[config.mk]
export PLATFORM = sky130hd
export DESIGN_NAME = mem_stage_flat
export DESIGN_NICKNAME = d
export VERILOG_FILES = /design/src/rtl/core_pkg.sv /design/src/rtl/mem_stage_if.sv /design/src/rtl/lsu_load_align.sv /design/src/rtl/mem_stage.sv /design/src/flat_wrapper.sv
export SDC_FILE = /design/constraint.sdc
export NUM_CORES = 1
export LEC_CHECK = 0
export BUFFER_PORTS_ARGS = -buffer_cell sky130_fd_sc_hd__buf_4
export CAP_MARGIN = 0
export CORE_MARGIN = 3
export CORE_UTILIZATION = 35
export CTS_CLUSTER_DIAMETER = 30
export DETAILED_ROUTE_END_ITERATION = 8
export PLACE_DENSITY_LB_ADDON = 0.05
export SKIP_LAST_GASP = 1
export SLEW_MARGIN = 30
export SYNTH_ARGS = -nofsm -noshare
export SYNTH_HDL_FRONTEND = slang
export SYNTH_SLANG_ARGS = --single-unit
[constraint.sdc]
create_clock -name clock -period 2.2 [get_ports clock]
set_clock_uncertainty 0.1 [all_clocks]
set_input_delay 0.44 -clock clock [delete_from_list [all_inputs] [get_ports clock]]
set_output_delay 0.44 -clock clock [all_outputs]
set_load 0.03 [all_outputs]
[src/rtl/core_pkg.sv]
// core_pkg: shared types for the memory stage.
//   load_store_func_code : LSU access type (LB, LH, LW, LBU, LHU, SB, SH, SW)
//   mem_state_e          : memory-stage FSM states
//   mem_req_t            : data-bus request payload
// Helpers classify accesses, detect misalignment and force-align lane offsets.
package core_pkg;

    localparam int unsigned XLEN   = 32;
    localparam int unsigned REG_AW = 5;
    localparam int unsigned BE_W   = XLEN / 8;

    typedef enum logic [2:0] {
        LB  = 3'd0,
        LH  = 3'd1,
        LW  = 3'd2,
        LBU = 3'd3,
        LHU = 3'd4,
        SB  = 3'd5,
        SH  = 3'd6,
        SW  = 3'd7
    } load_store_func_code;

    typedef enum logic [1:0] {
        IDLE        = 2'd0,
        WAIT_GNT    = 2'd1,
        WAIT_RVALID = 2'd2
    } mem_state_e;

    typedef struct packed {
        logic [XLEN-1:0] addr;
        logic            we;
        logic [BE_W-1:0] be;
        logic [XLEN-1:0] wdata;
    } mem_req_t;

    function automatic logic is_store(input load_store_func_code op);
        return (op == SB) || (op == SH) || (op == SW);
    endfunction

    // Halfwords need an even offset, words need offset 0.
    function automatic logic is_misaligned(input load_store_func_code op, input logic [1:0] o);
        case (op)
            LH, LHU, SH: return o[0];
            LW, SW:      return (o != 2'b00);
            default:     return 1'b0;
        endcase
    endfunction

    // Drop the offset bits a given access width cannot use.
    function automatic logic [1:0] force_align(input load_store_func_code op, input logic [1:0] o);
        case (op)
            LH, LHU, SH: return {o[1], 1'b0};
            LW, SW:      return 2'b00;
            default:     return o;
        endcase
    endfunction

endpackage

[src/rtl/mem_stage_if.sv]
// mem_stage_if: data-memory bus between the memory stage and the memory.
//   master (memory stage): drives data_req_op, data_addr_op, data_we_op, data_be_op,
//                          data_wdata_op; receives data_gnt_ip, data_rvalid_ip, data_rdata_ip
//   slave  (memory)      : the mirror image
interface mem_stage_if import core_pkg::*; ();

    logic            data_req_op;
    logic [XLEN-1:0] data_addr_op;
    logic            data_we_op;
    logic [BE_W-1:0] data_be_op;
    logic [XLEN-1:0] data_wdata_op;
    logic            data_gnt_ip;
    logic            data_rvalid_ip;
    logic [XLEN-1:0] data_rdata_ip;

    modport master (
        output data_req_op, data_addr_op, data_we_op, data_be_op, data_wdata_op,
        input  data_gnt_ip, data_rvalid_ip, data_rdata_ip
    );

    modport slave (
        input  data_req_op, data_addr_op, data_we_op, data_be_op, data_wdata_op,
        output data_gnt_ip, data_rvalid_ip, data_rdata_ip
    );

endinterface

[src/rtl/lsu_load_align.sv]
// lsu_load_align: combinational load formatter.
//   lsu_operator : load type
//   offset       : byte lane offset (already force-aligned)
//   rdata        : raw word from memory
//   load_data_c  : lane-extracted, sign/zero-extended result
module lsu_load_align import core_pkg::*; (
    input  load_store_func_code lsu_operator,
    input  logic [1:0]          offset,
    input  logic [XLEN-1:0]     rdata,
    output logic [XLEN-1:0]     load_data_c
);

    logic [XLEN-1:0] shifted;

    // Bring the selected lane down to bit 0, then extend.
    always_comb begin
        shifted     = rdata >> {offset, 3'b000};
        load_data_c = rdata;
        case (lsu_operator)
            LB:      load_data_c = {{(XLEN-8){shifted[7]}}, shifted[7:0]};
            LBU:     load_data_c = {{(XLEN-8){1'b0}}, shifted[7:0]};
            LH:      load_data_c = {{(XLEN-16){shifted[15]}}, shifted[15:0]};
            LHU:     load_data_c = {{(XLEN-16){1'b0}}, shifted[15:0]};
            default: load_data_c = rdata;
        endcase
    end

endmodule

[src/rtl/mem_stage.sv]
// mem_stage: pipeline memory stage with req/gnt/rvalid data-bus FSM and MEM-WB register.
//   clock, reset        : single clock, synchronous active-high reset
//   lsu_*_ip            : EX-MEM entry (enable, operator), alu_result_ip, mem_wdata_ip,
//                         wb_valid_ip, write_reg_addr_ip
//   bus                 : mem_stage_if master (request out, gnt/rvalid/rdata in)
//   stall_op            : combinational hold of upstream stages
//   wb_*_op, write_reg_addr_op, misalign_op : registered MEM-WB outputs
// Build option: define MEM_MISALIGN_TRAP_EN to trap misaligned accesses instead of
// force-aligning them.
module mem_stage import core_pkg::*; (
    input  logic                clock,
    input  logic                reset,
    input  logic                lsu_enable_ip,
    input  load_store_func_code lsu_operator_ip,
    input  logic [XLEN-1:0]     alu_result_ip,
    input  logic [XLEN-1:0]     mem_wdata_ip,
    input  logic                wb_valid_ip,
    input  logic [REG_AW-1:0]   write_reg_addr_ip,
    mem_stage_if.master         bus,
    output logic                stall_op,
    output logic [XLEN-1:0]     wb_data_op,
    output logic                wb_valid_op,
    output logic [REG_AW-1:0]   write_reg_addr_op,
    output logic                misalign_op
);

    mem_state_e      state, state_next;
    logic            misaligned_c;
    logic            mem_go_c;
    logic            store_c;
    logic            rvalid_done_c;
    logic [1:0]      offset_c;
    mem_req_t        req_c;
    logic [XLEN-1:0] load_data_c;

`ifdef MEM_MISALIGN_TRAP_EN
    assign misaligned_c = lsu_enable_ip & is_misaligned(lsu_operator_ip, alu_result_ip[1:0]);
`else
    assign misaligned_c = 1'b0;
`endif

    assign mem_go_c      = lsu_enable_ip & ~misaligned_c;
    assign store_c       = is_store(lsu_operator_ip);
    assign offset_c      = force_align(lsu_operator_ip, alu_result_ip[1:0]);
    assign rvalid_done_c = (state == WAIT_RVALID) && bus.data_rvalid_ip;

    // Request payload; upstream is held by stall_op, so it stays stable while pending.
    always_comb begin
        req_c.addr  = {alu_result_ip[XLEN-1:2], 2'b00};
        req_c.we    = store_c;
        req_c.be    = 4'b1111;
        req_c.wdata = mem_wdata_ip;
        case (lsu_operator_ip)
            LB, LBU, SB: begin
                req_c.be    = 4'b0001 << offset_c;
                req_c.wdata = {4{mem_wdata_ip[7:0]}};
            end
            LH, LHU, SH: begin
                req_c.be    = offset_c[1] ? 4'b1100 : 4'b0011;
                req_c.wdata = {2{mem_wdata_ip[15:0]}};
            end
            default: begin
                req_c.be    = 4'b1111;
                req_c.wdata = mem_wdata_ip;
            end
        endcase
    end

    assign bus.data_addr_op  = req_c.addr;
    assign bus.data_we_op    = req_c.we;
    assign bus.data_be_op    = req_c.be;
    assign bus.data_wdata_op = req_c.wdata;

    lsu_load_align u_load_align (
        .lsu_operator (lsu_operator_ip),
        .offset       (offset_c),
        .rdata        (bus.data_rdata_ip),
        .load_data_c  (load_data_c)
    );

    // FSM state register
    always_ff @(posedge clock) begin
        if (reset) begin
            state <= IDLE;
        end else begin
            state <= state_next;
        end
    end

    // FSM next state, request and stall; gnt/rvalid seen in IDLE are ignored.
    always_comb begin
        state_next       = state;
        bus.data_req_op  = 1'b0;
        stall_op         = 1'b0;
        case (state)
            IDLE: begin
                if (mem_go_c) begin
                    bus.data_req_op = 1'b1;
                    stall_op        = 1'b1;
                    state_next      = bus.data_gnt_ip ? WAIT_RVALID : WAIT_GNT;
                end
            end
            WAIT_GNT: begin
                bus.data_req_op = 1'b1;
                stall_op        = 1'b1;
                if (bus.data_gnt_ip) begin
                    state_next = WAIT_RVALID;
                end
            end
            WAIT_RVALID: begin
                stall_op = ~bus.data_rvalid_ip;
                if (bus.data_rvalid_ip) begin
                    state_next = IDLE;
                end
            end
            default: state_next = IDLE;
        endcase
        if (reset) begin
            bus.data_req_op = 1'b0;
            stall_op        = 1'b0;
        end
    end

    // MEM-WB register: bubble while stalled, otherwise trap / memory result / pass-through.
    always_ff @(posedge clock) begin
        if (reset) begin
            wb_data_op        <= '0;
            wb_valid_op       <= 1'b0;
            write_reg_addr_op <= '0;
            misalign_op       <= 1'b0;
        end else if (stall_op) begin
            wb_data_op        <= '0;
            wb_valid_op       <= 1'b0;
            write_reg_addr_op <= '0;
            misalign_op       <= 1'b0;
        end else if (rvalid_done_c) begin
            wb_data_op        <= store_c ? alu_result_ip : load_data_c;
            wb_valid_op       <= wb_valid_ip & ~store_c;
            write_reg_addr_op <= write_reg_addr_ip;
            misalign_op       <= 1'b0;
        end else if (misaligned_c) begin
            wb_data_op        <= alu_result_ip;
            wb_valid_op       <= 1'b0;
            write_reg_addr_op <= write_reg_addr_ip;
            misalign_op       <= 1'b1;
        end else begin
            wb_data_op        <= alu_result_ip;
            wb_valid_op       <= wb_valid_ip;
            write_reg_addr_op <= write_reg_addr_ip;
            misalign_op       <= 1'b0;
        end
    end

endmodule

[src/flat_wrapper.sv]
// flat-port wrapper written by rule: the top's interface ports become plain ports
module mem_stage_flat import core_pkg::*;
  (clock, reset, lsu_enable_ip, lsu_operator_ip, alu_result_ip, mem_wdata_ip, wb_valid_ip, write_reg_addr_ip, stall_op, wb_data_op, wb_valid_op, write_reg_addr_op, misalign_op, bus_data_req_op, bus_data_addr_op, bus_data_we_op, bus_data_be_op, bus_data_wdata_op, bus_data_gnt_ip, bus_data_rvalid_ip, bus_data_rdata_ip);
  mem_stage_if bus_i ();
  input  logic clock;
  input  logic reset;
  input  logic lsu_enable_ip;
  input  load_store_func_code lsu_operator_ip;
  input  logic [XLEN-1:0] alu_result_ip;
  input  logic [XLEN-1:0] mem_wdata_ip;
  input  logic wb_valid_ip;
  input  logic [REG_AW-1:0] write_reg_addr_ip;
  output logic stall_op;
  output logic [XLEN-1:0] wb_data_op;
  output logic wb_valid_op;
  output logic [REG_AW-1:0] write_reg_addr_op;
  output logic misalign_op;
  output wire logic [$bits(bus_i.data_req_op)-1:0] bus_data_req_op;
  output wire logic [$bits(bus_i.data_addr_op)-1:0] bus_data_addr_op;
  output wire logic [$bits(bus_i.data_we_op)-1:0] bus_data_we_op;
  output wire logic [$bits(bus_i.data_be_op)-1:0] bus_data_be_op;
  output wire logic [$bits(bus_i.data_wdata_op)-1:0] bus_data_wdata_op;
  input wire logic [$bits(bus_i.data_gnt_ip)-1:0] bus_data_gnt_ip;
  input wire logic [$bits(bus_i.data_rvalid_ip)-1:0] bus_data_rvalid_ip;
  input wire logic [$bits(bus_i.data_rdata_ip)-1:0] bus_data_rdata_ip;
  assign bus_data_req_op = bus_i.data_req_op;
  assign bus_data_addr_op = bus_i.data_addr_op;
  assign bus_data_we_op = bus_i.data_we_op;
  assign bus_data_be_op = bus_i.data_be_op;
  assign bus_data_wdata_op = bus_i.data_wdata_op;
  assign bus_i.data_gnt_ip = bus_data_gnt_ip;
  assign bus_i.data_rvalid_ip = bus_data_rvalid_ip;
  assign bus_i.data_rdata_ip = bus_data_rdata_ip;
  mem_stage u_core (.clock(clock), .reset(reset), .lsu_enable_ip(lsu_enable_ip), .lsu_operator_ip(lsu_operator_ip), .alu_result_ip(alu_result_ip), .mem_wdata_ip(mem_wdata_ip), .wb_valid_ip(wb_valid_ip), .write_reg_addr_ip(write_reg_addr_ip), .bus(bus_i), .stall_op(stall_op), .wb_data_op(wb_data_op), .wb_valid_op(wb_valid_op), .write_reg_addr_op(write_reg_addr_op), .misalign_op(misalign_op));
endmodule
==> results.json <==
{
  "status": "finished, final reports clean",
  "wl_met3_um": 1130,
  "holdWs_ps": 210,
  "io_pins": 220,
  "period_share": 0.988,
  "synthArstFlopShare": 0,
  "rows": 32,
  "grt_pass1_vias": 3300,
  "ir_worst_vdd_uv": 293,
  "reg2reg_setup_slack_ps": 480,
  "finalHoldViolations": 0,
  "wl_per_cell_um": 16.9,
  "io_buffers": 216,
  "tritoncts": "built",
  "clk_latency_ps": 290,
  "grt_overflow": 0,
  "crit_required_ps": 1660,
  "layout_commonest_cell": "buf_4",
  "ctsHoldBuffers": 0,
  "ys_ff_latch": 40,
  "gp_congestion": 0.826,
  "drt_iter0_drc": 177,
  "synth_cell_type_count": 45,
  "switchingPower_mw": 0.923,
  "p_sw_frac": 0.364,
  "grtUsageTotal": 0.217,
  "die_w_um": 96.7,
  "seq_area_frac_synth": 0.278,
  "ys_warn_count": 0,
  "finalNetCount": 651,
  "synth-main-ff-cell": "dfxtp_1",
  "setup_viol": 0,
  "wl_met1_um": 4490,
  "crit_type": "in -> out",
  "post_cts_buffers": 0,
  "antenna_left": 0,
  "initial_core_util": 0.367,
  "cts-root-buf": "clkbuf_8",
  "layout_common_cells": "buf_4 (237), dfxtp_1 (40), nand2_1 (31), o21ai_0 (27), a21oi_1 (20)",
  "postSynthCellCount": 354,
  "h-tree-depth": 2,
  "cts_sinks": 40,
  "post-route-min-period_ps": 2170,
  "fmax_mhz": 460,
  "viasPerCell": 5.20,
  "drc": 0,
  "comb_power_share": 0.435,
  "vias": 3350,
  "clk_pin_slew_ps": 90,
  "drt_wl_total_um": 10900,
  "cts_buffers": 5,
  "areaGrowthSynthToFinish_pct": 63.0,
  "hpwl_um": 8480,
  "top_layer": "met4",
  "crit_path_end_kind": "output pin",
  "intPower_mw": 1.61,
  "finalInstanceArea_um2": 4700,
  "grt_max_degree": 39,
  "dieArea_um2": 9360,
  "rsz0062_at_grt": "true",
  "antenna_found_initial": 0,
  "diodes": 0,
  "crit_path_max_fanout": 4,
  "powerDensity_nw_per_um2": 540,
  "drt_pass1_iterations": 4,
  "clkPwrFrac": 0.258,
  "drive_gt1_frac": 0.546,
  "clockBufferDepth": 2,
  "seqPwrFrac": 0.307,
  "grt_pass1_wl_um": 16900,
  "p_leak_nw": 2.21,
  "synth_area_um2": 2880,
  "drv_cap": 0,
  "hold_path.class": "in -> reg",
  "arrival_ps": 1630,
  "core_area_um2": 7850,
  "avgSynthCellArea_um2": 8.14,
  "dpl_cell_area_um2": 4490,
  "synth_edf_count": 0,
  "slew_viol_final": 0,
  "met2WireLength_um": 5220,
  "start_kind": "input pin",
  "die_height_um": 96.7
}
## layer usage
metal	up-vias	track usage
met1	1517	0.273
met4	0	0.0292
met2	188	0.361
met5	-	0
li1	1641	-
met3	4	0.0836
## synth_stat cells (all sizes together) (2+ instances only)
cell    number  area, um2
a31oi       25        234
clkbuf      15       56.3
mux2i        8       80.1
dfxtp       40        801
o221ai       9       78.8
nand2b       6       37.5
inv          5       18.8
nor2b        6       37.5
o211ai       8       60.1
nor2        19       71.3
nand2       31        116
a21oi       20        100
buf         52        375
mux2        15        169
a22oi        2       15.0
o21ai       30        161
and2         6       37.5
a221o        8       80.1
o22ai        7       43.8
a211oi       9       80.1
nor3        10       50.1
or3          8       50.1
## timing repair
action / CTS / global route
gates cloned: 0 / 1
pin swaps: 0 / 2
resized for setup: 4 / 18
setup endpoints to repair: 22 / 27
## final cells by class
| class | instances | area, um2 |
|---|---|---|
| clock buffers | 6 | 82.6 |
| clock inverters | 2 | 38.8 |
| fillers | 751 | 3150 |
| inverters | 5 | 18.8 |
| multi-input cells | 245 | 1740 |
| flip-flops and latches | 40 | 801 |
| well taps | 102 | 128 |
| repair buffers | 244 | 1890 |
## metrics by stage
step	instances	power (mW)	setup WS [ps]	utilization	TNS (ps)
floorplan	356	1.42	80.8	-	0
CTS	643	2.53	-17.3	0.588	-77.0
global route	644	2.66	-23.0	0.599	-95.9
global placement	635	1.87	-98.6	0.572	-799
detailed placement	635	1.87	-128	0.572	-1120
finish	644	2.54	26.6	0.599	0
## flip-flops by register name (all words and copies together), names as in the netlist
signal / cells
u_core.write_reg_addr_op: 5
u_core.wb_valid_op: 1
u_core.state: 2
u_core.wb_data_op: 32
## logic make-up after synthesis
logic type,count (synthesis),share of synthesized area
compound gates,127,0.326
xor+xnor,1,0.00304
flops,40,0.278
mux,23,0.0864
simple gates,90,0.149
buf+inv,72,0.156
other cells,1,0.00130
## path summary, 6_finish.rpt
kind / cells past startpoint / to / from
setup reg to reg: 6 / u_core.wb_data_op[13] / u_core.state[1]
hold reg to reg: 1 / u_core.state[0] / u_core.state[1]
setup / recovery: 6 / bus_data_wdata_op[12] / lsu_operator_ip[0]
hold / removal: 2 / u_core.state[0] / bus_data_gnt_ip
## power by group through the flow
stage	sequential (mW)	clock (mW)	combinational (mW)
4_1_cts	0.779	0.667	1.08
6_report	0.779	0.655	1.10
2_1_floorplan	0.877	0	0.545
3_3_place_gp	0.796	0	1.07
5_1_grt	0.784	0.705	1.17
3_5_place_dp	0.796	0	1.08
## worst max-delay path, cell delays in order
cell and delay (ps):
buf_4 130, nor2b_4 140, nor3_4 190, a21o_1 240, mux2_4 320, buf_4 170
No activity file was read; power rests on OpenSTA's default activity.
